===== src/rtl/la_pkg.sv =====
// la_pkg: shared state codes and constants for the logic-analyzer capture sequencer.
package la_pkg;
    localparam int STATE_W = 5;
    localparam logic [7:0] LA_HEADER_BYTE = 8'hA5;
    typedef enum logic [2:0] {
        ST_ARMED   = 3'd1,
        ST_CAPTURE = 3'd2,
        ST_HEADER  = 3'd3,
        ST_RD_REQ  = 3'd4,
        ST_RD_WAIT = 3'd5,
        ST_SEND    = 3'd6,
        ST_DONE    = 3'd7
    } state_e;
endpackage


===== src/rtl/la_capture_sequencer_if.sv =====
// la_capture_sequencer_if: sample RAM port and UART TX valid/ready byte stream.
interface la_capture_sequencer_if #(
    parameter int DATA_W = 3,
    parameter int ADDR_W = 8
);
    logic              mem_we;
    logic [ADDR_W-1:0] mem_addr;
    logic [DATA_W-1:0] mem_wdata;
    logic [DATA_W-1:0] mem_rdata;
    logic [7:0]        tx_data;
    logic              tx_valid;
    logic              tx_ready;
    modport master (output mem_we, mem_addr, mem_wdata, tx_data, tx_valid, input mem_rdata, tx_ready);
    modport slave  (input mem_we, mem_addr, mem_wdata, tx_data, tx_valid, output mem_rdata, tx_ready);
endinterface


===== src/rtl/la_sample_tick.sv =====
// la_sample_tick: free-running divider, one-clock tick every SAMPLE_DIV clocks.
module la_sample_tick #(
    parameter int SAMPLE_DIV = 16
) (
    input  logic clk,
    input  logic rst,
    output logic tick_o
);
    localparam int CW = SAMPLE_DIV > 1 ? $clog2(SAMPLE_DIV) : 1;
    logic [CW-1:0] cnt_q, cnt_d;
    assign tick_o = cnt_q == CW'(SAMPLE_DIV - 1);
    assign cnt_d  = tick_o ? '0 : cnt_q + CW'(1);
    always_ff @(posedge clk or posedge rst)
        if (rst) cnt_q <= '0;
        else     cnt_q <= cnt_d;
endmodule


===== src/rtl/la_capture_sequencer.sv =====
// la_capture_sequencer: trigger, capture DEPTH samples to RAM, then dump header + samples over UART TX.
module la_capture_sequencer
    import la_pkg::*;
#(
    parameter int         DATA_W      = 3,
    parameter int         ADDR_W      = 8,
    parameter int         SAMPLE_DIV  = 16,
    parameter logic [7:0] HEADER_BYTE = LA_HEADER_BYTE
) (
    input  logic                 clk,
    input  logic                 rst,
    input  logic [DATA_W-1:0]    sample_in,
    input  logic [DATA_W-1:0]    trig_mask,
    input  logic                 arm,
    la_capture_sequencer_if.master bus,
    output logic                 done,
    output logic [STATE_W-1:0]   state_debug
);
    localparam logic [ADDR_W-1:0] LAST = '1;
    state_e            state_q, state_d;
    logic [ADDR_W-1:0] wr_ptr_q, wr_ptr_d, rd_ptr_q, rd_ptr_d, mem_addr_q, mem_addr_d;
    logic [DATA_W-1:0] prev_q, prev_d, mem_wdata_q, mem_wdata_d;
    logic [7:0]        tx_data_q, tx_data_d;
    logic              mem_we_q, mem_we_d, tick, trig, tx_valid, hs;
    la_sample_tick #(.SAMPLE_DIV(SAMPLE_DIV)) u_tick (.clk(clk), .rst(rst), .tick_o(tick));
    assign trig     = ((sample_in ^ prev_q) & trig_mask) != '0 || trig_mask == '0;
    assign tx_valid = state_q == ST_HEADER || state_q == ST_SEND;
    assign hs       = tx_valid && bus.tx_ready;
    always_comb begin
        state_d     = state_q;
        wr_ptr_d    = wr_ptr_q;
        rd_ptr_d    = rd_ptr_q;
        prev_d      = tick ? sample_in : prev_q;
        mem_we_d    = 1'b0;
        mem_addr_d  = mem_addr_q;
        mem_wdata_d = mem_wdata_q;
        tx_data_d   = tx_data_q;
        case (state_q)
            ST_ARMED: if (tick && trig) begin
                mem_we_d    = 1'b1;
                mem_addr_d  = '0;
                mem_wdata_d = sample_in;
                wr_ptr_d    = ADDR_W'(1);
                state_d     = ST_CAPTURE;
            end
            ST_CAPTURE: if (tick) begin
                mem_we_d    = 1'b1;
                mem_addr_d  = wr_ptr_q;
                mem_wdata_d = sample_in;
                wr_ptr_d    = wr_ptr_q + ADDR_W'(1);
                tx_data_d   = wr_ptr_q == LAST ? HEADER_BYTE : tx_data_q;
                state_d     = wr_ptr_q == LAST ? ST_HEADER : ST_CAPTURE;
            end
            ST_HEADER: if (hs) begin
                rd_ptr_d   = '0;
                mem_addr_d = '0;
                state_d    = ST_RD_REQ;
            end
            ST_RD_REQ: state_d = ST_RD_WAIT;
            ST_RD_WAIT: begin
                tx_data_d = 8'(mem_rdata_zx(bus.mem_rdata));
                state_d   = ST_SEND;
            end
            // mem_addr follows rd_ptr so the RAM sees the address during RD_REQ
            ST_SEND: if (hs) begin
                rd_ptr_d   = rd_ptr_q == LAST ? rd_ptr_q : rd_ptr_q + ADDR_W'(1);
                mem_addr_d = rd_ptr_d;
                state_d    = rd_ptr_q == LAST ? ST_DONE : ST_RD_REQ;
            end
            ST_DONE: state_d = arm ? ST_ARMED : ST_DONE;
            default: state_d = ST_ARMED;
        endcase
    end
    function automatic logic [7:0] mem_rdata_zx(input logic [DATA_W-1:0] d);
        return 8'(d);
    endfunction
    always_ff @(posedge clk or posedge rst)
        if (rst) begin
            state_q     <= ST_ARMED;
            wr_ptr_q    <= '0;
            rd_ptr_q    <= '0;
            prev_q      <= '0;
            mem_we_q    <= 1'b0;
            mem_addr_q  <= '0;
            mem_wdata_q <= '0;
            tx_data_q   <= '0;
        end else begin
            state_q     <= state_d;
            wr_ptr_q    <= wr_ptr_d;
            rd_ptr_q    <= rd_ptr_d;
            prev_q      <= prev_d;
            mem_we_q    <= mem_we_d;
            mem_addr_q  <= mem_addr_d;
            mem_wdata_q <= mem_wdata_d;
            tx_data_q   <= tx_data_d;
        end
    assign bus.mem_we    = mem_we_q;
    assign bus.mem_addr  = mem_addr_q;
    assign bus.mem_wdata = mem_wdata_q;
    assign bus.tx_data   = tx_data_q;
    assign bus.tx_valid  = tx_valid;
    assign done          = state_q == ST_DONE;
    assign state_debug   = STATE_W'(state_q);
endmodule


===== src/flat_wrapper.sv =====
// flat-port wrapper written by rule: the top's interface ports become plain ports
module la_capture_sequencer_flat import la_pkg::*;
#(
    parameter int         DATA_W      = 3,
    parameter int         ADDR_W      = 8,
    parameter int         SAMPLE_DIV  = 16,
    parameter logic [7:0] HEADER_BYTE = LA_HEADER_BYTE
)
  (clk, rst, sample_in, trig_mask, arm, done, state_debug, bus_mem_we, bus_mem_addr, bus_mem_wdata, bus_tx_data, bus_tx_valid, bus_mem_rdata, bus_tx_ready);
  la_capture_sequencer_if #(.DATA_W(DATA_W), .ADDR_W(ADDR_W)) bus_i ();
  input  logic clk;
  input  logic rst;
  input  logic [DATA_W-1:0] sample_in;
  input  logic [DATA_W-1:0] trig_mask;
  input  logic arm;
  output logic done;
  output logic [STATE_W-1:0] state_debug;
  output wire logic [$bits(bus_i.mem_we)-1:0] bus_mem_we;
  output wire logic [$bits(bus_i.mem_addr)-1:0] bus_mem_addr;
  output wire logic [$bits(bus_i.mem_wdata)-1:0] bus_mem_wdata;
  output wire logic [$bits(bus_i.tx_data)-1:0] bus_tx_data;
  output wire logic [$bits(bus_i.tx_valid)-1:0] bus_tx_valid;
  input wire logic [$bits(bus_i.mem_rdata)-1:0] bus_mem_rdata;
  input wire logic [$bits(bus_i.tx_ready)-1:0] bus_tx_ready;
  assign bus_mem_we = bus_i.mem_we;
  assign bus_mem_addr = bus_i.mem_addr;
  assign bus_mem_wdata = bus_i.mem_wdata;
  assign bus_tx_data = bus_i.tx_data;
  assign bus_tx_valid = bus_i.tx_valid;
  assign bus_i.mem_rdata = bus_mem_rdata;
  assign bus_i.tx_ready = bus_tx_ready;
  la_capture_sequencer #(.DATA_W(DATA_W), .ADDR_W(ADDR_W), .SAMPLE_DIV(SAMPLE_DIV), .HEADER_BYTE(HEADER_BYTE)) u_core (.clk(clk), .rst(rst), .sample_in(sample_in), .trig_mask(trig_mask), .arm(arm), .bus(bus_i), .done(done), .state_debug(state_debug));
endmodule

===== config.mk =====
export PLATFORM = sky130hd
export DESIGN_NAME = la_capture_sequencer_flat
export DESIGN_NICKNAME = d
export VERILOG_FILES = /design/src/rtl/la_pkg.sv /design/src/rtl/la_capture_sequencer_if.sv /design/src/rtl/la_sample_tick.sv /design/src/rtl/la_capture_sequencer.sv /design/src/flat_wrapper.sv
export SDC_FILE = /design/constraint.sdc
export NUM_CORES = 1
export LEC_CHECK = 0
export ABC_AREA = 1
export BUFFER_PORTS_ARGS = -buffer_cell sky130_fd_sc_hd__buf_4
export CAP_MARGIN = 0
export CORE_MARGIN = 2
export CORE_UTILIZATION = 55
export DETAILED_ROUTE_END_ITERATION = 8
export PLACE_DENSITY = 0.86
export SLEW_MARGIN = 5
export SYNTH_ARGS = -nofsm -noshare
export SYNTH_HDL_FRONTEND = slang
export SYNTH_HIERARCHICAL = 1
export SYNTH_SLANG_ARGS = --single-unit

===== constraint.sdc =====
create_clock -name clk -period 4.2 [get_ports clk]
set_clock_uncertainty 0.05 [all_clocks]
set_input_delay 0.84 -clock clk [delete_from_list [all_inputs] [get_ports clk]]
set_output_delay 0.84 -clock clk [all_outputs]
set_load 0.02 [all_outputs]

==> results.toml <==
[clock_tree]
clock_sink_count = 42
cts_resized = 0
clockRootBuffer = "clkbuf_8"
clkSlewWorstSetupHoldPaths_ns = 0.07
clkLatencyLatePin_ns = 0.30
tritoncts_clock_tree = "yes"
clk_path_buf_depth = 2
cts_hold_repair.buffers = 0
number_of_setup_buffers_added_after_cts = 0
h-tree-depth = 2
tritoncts.num_buffers = 5

[synth]
synth.yosys.warnings = 6
syn-cell-area_um2 = 2310
async_reset_ff_share_pct = 100
synth.ff_latch_count = 42
syn_inst = 301
synth_enable_flop_cells = 0
most_area_hungry_cell_type_in_the_yosys_netlist = "dfrtp_1"
syn_avg_cell_area_um2 = 7.67
synth.yosys.seq_area_share_pct = 45.6
yosys.area.top_type_share_pct = 44.4
netlist_top_cells_area = "dfrtp_1 44%, nand2_1 17%, inv_1 5.5%, o21ai_0 4.6%, nand3_1 3.3%"
synth_cell_type_count = 35
synthFlopType = "dfrtp_1"

[floorplan]
fp-row-count = 23
design.core.area_um2 = 4030
floorplan.initialDensity_pct = 57.3
floorplan.die.width_um = 68.8
floorplan.io_pins = 40
die_area_um2 = 4730
fp.dieH_um = 68.8

[sta]
min_period_over_period_pct = 58.0
final.setup.tns_ns = 0
timing.final.max_slew_violations = 0
final-hold-violation-count = 0
timing.final.setup_violations = 0
timing.slew.headroom_pct = 50.9
finalCriticalPeriod_ns = 2.44
timing.fmax_mhz = 411
setup_ws_ns = 1.76
tightest_slew_ns = 0.734
rsz_0062_raised_after_global_routing = "no"

[power]
power-per-cell-area_nw_per_um2 = 569
vdd.ir_drop.worst_mv = 0.292
total_leakage_power_nw = 1.40

[detailed_routing]
post-route-drc-count = 0
route.final.wire_length_mm = 4.66
detail_route.vias_per_cell = 5.18
dr.first_iter.drc_count = 103
detail_route.first_pass.iterations = 4
dr_total_vias = 2003
detail-route-antenna-nets = 0
routedWlPerCell_um = 12.1

[place]
dpl_worst_slack_ns = 1.93
place_congestion = 0.862
buffer_ports.inserted = 34
place_hpwl_mm = 3.48

[job]
number_of_max_cap_violations = 0

[cells_and_area]
layout.cells.most_common_list = "103 x nand2_1, 41 x dfrtp_1, 35 x buf_4"
layout.filler_cells = 369
final_net_count = 352
final_common_cell = "nand2_1"
antenna_cells_inserted = 0
area_growth_syn_to_layout_pct = 15.0
fraction_of_final_layout_cells_sized_beyond_drive_strength_1_pct = 19.0

[grt]
grt_antenna_before_repair = 0
grt_usage_pct = 22.9
grt_pass1_vias = 1828
grt_first_pass_wirelength_mm = 7.99
maximum_number_of_pins_on_one_net_before_global_route_repair = 39
grt.overflow.total = 0

[worst_setup_path]
cp_max_fo = 9
cp.arrival_ns = 1.55
worstSetupEndpointType = "output pin"
crit_type = "register to output pin"
crit_required_ns = 3.31
startpoint_type = "register"

[min_path]
hold_path_class = "primary input to async pin"

[outcome]
outcome = "completed"
[where the power goes]
group	switching (mW)	total, mW	internal [mW]
clock network	0.138	0.255	0.117
registers	0.102	0.604	0.502
logic	0.410	0.652	0.242
[per-stage QoR]
stage / util [%] / hold WS [ns] / area [um2] / instances / total power [mW]
2_1_floorplan: - / 0.409 / 2320 / 305 / 1.08
3_3_place_gp: 63.7 / 0.410 / 2570 / 379 / 1.24
3_5_place_dp: 63.7 / 0.416 / 2570 / 379 / 1.26
4_1_cts: 65.9 / 0.378 / 2650 / 387 / 1.52
5_1_grt: 65.9 / 0.377 / 2650 / 387 / 1.63
6_report: 65.9 / 0.384 / 2650 / 387 / 1.51
[cells by family (layout without fill, tap and decap cells)]
family,after synthesis,after routing,share of synthesized area [%]
fa+ha+maj,3,3,1.63
buf+inv,48,80,9.54
flops,42,42,45.6
compound gates,47,47,10.8
simple gates,157,157,31.1
other cells,1,5,0.162
xor+xnor,3,3,1.14
[flip-flops by register name, indices dropped and copies added (netlist names)]
signal / cells
u_core/bus.mem_addr: 8
u_core/rd_ptr_q: 8
u_core/wr_ptr_q: 8
u_core/bus.tx_data: 4
u_core/u_tick/cnt_q: 4
u_core/bus.mem_wdata: 3
u_core/prev_q: 3
u_core/state_q: 3
u_core/bus.mem_we: 1
[area by class of cell]
class,count,area (um2),area share (%)
flip-flops and latches,42,1050,39.7
multi-input cells,215,1050,39.6
repair buffers,35,263,9.90
inverters,37,139,5.23
clock buffers,6,72.6,2.73
well taps,50,62.6,2.36
clock inverters,2,13.8,0.519
[path summary, 6_finish.rpt]
kind,startpoint,to,slack (ns),cells past startpoint
min in group clk,u_core/bus.mem_addr[6],u_core/bus.mem_addr[6],0.43,2
worst min-delay path,rst,u_core/u_tick/cnt_q[2],0.38,2
worst max register to register,u_core/state_q[1],u_core/bus.tx_data[1],2.02,7
worst max-delay path,u_core/state_q[0],bus_tx_valid,1.76,3
max in group asynchronous,rst,u_core/state_q[0],3.13,3
worst min register to register,u_core/bus.mem_addr[6],u_core/bus.mem_addr[6],0.43,2
[synth_stat cells (2+ instances only)]
| master | n |
|---|---|
| nor2_4 | 2 |
| nand3b_1 | 2 |
| nor2_2 | 3 |
| nand2_2 | 6 |
| nor3_1 | 3 |
| inv_1 | 34 |
| nand3_1 | 15 |
| buf_2 | 2 |
| a31oi_1 | 2 |
| a21oi_1 | 8 |
| nand4_1 | 2 |
| xor2_1 | 2 |
| nor2_1 | 14 |
| o211ai_1 | 2 |
| o21ai_0 | 21 |
| inv_2 | 3 |
| dfrtp_1 | 41 |
| buf_4 | 8 |
| o21ai_1 | 11 |
| ha_1 | 3 |
| nand2_1 | 103 |
[metal layers]
layer | wire length, um | GRT usage (%) | share of wire [%] | vias to the layer above
li1 | - | - | - | 1010
met1 | 2150 | 30.3 | 46 | 945
met2 | 2280 | 35.8 | 49 | 43
met3 | 178 | 5.68 | 3.8 | 5
met4 | 57 | 9.31 | 1.2 | 0
met5 | 0 | 0 | 0 | -
[worst max-delay path, stage by stage (launching register included)]
cell and delay, ns:
dfstp_2 0.61, nand2_1 0.08, o21ai_2 0.34, buf_4 0.22
No activity file was read; power rests on OpenSTA's default activity.
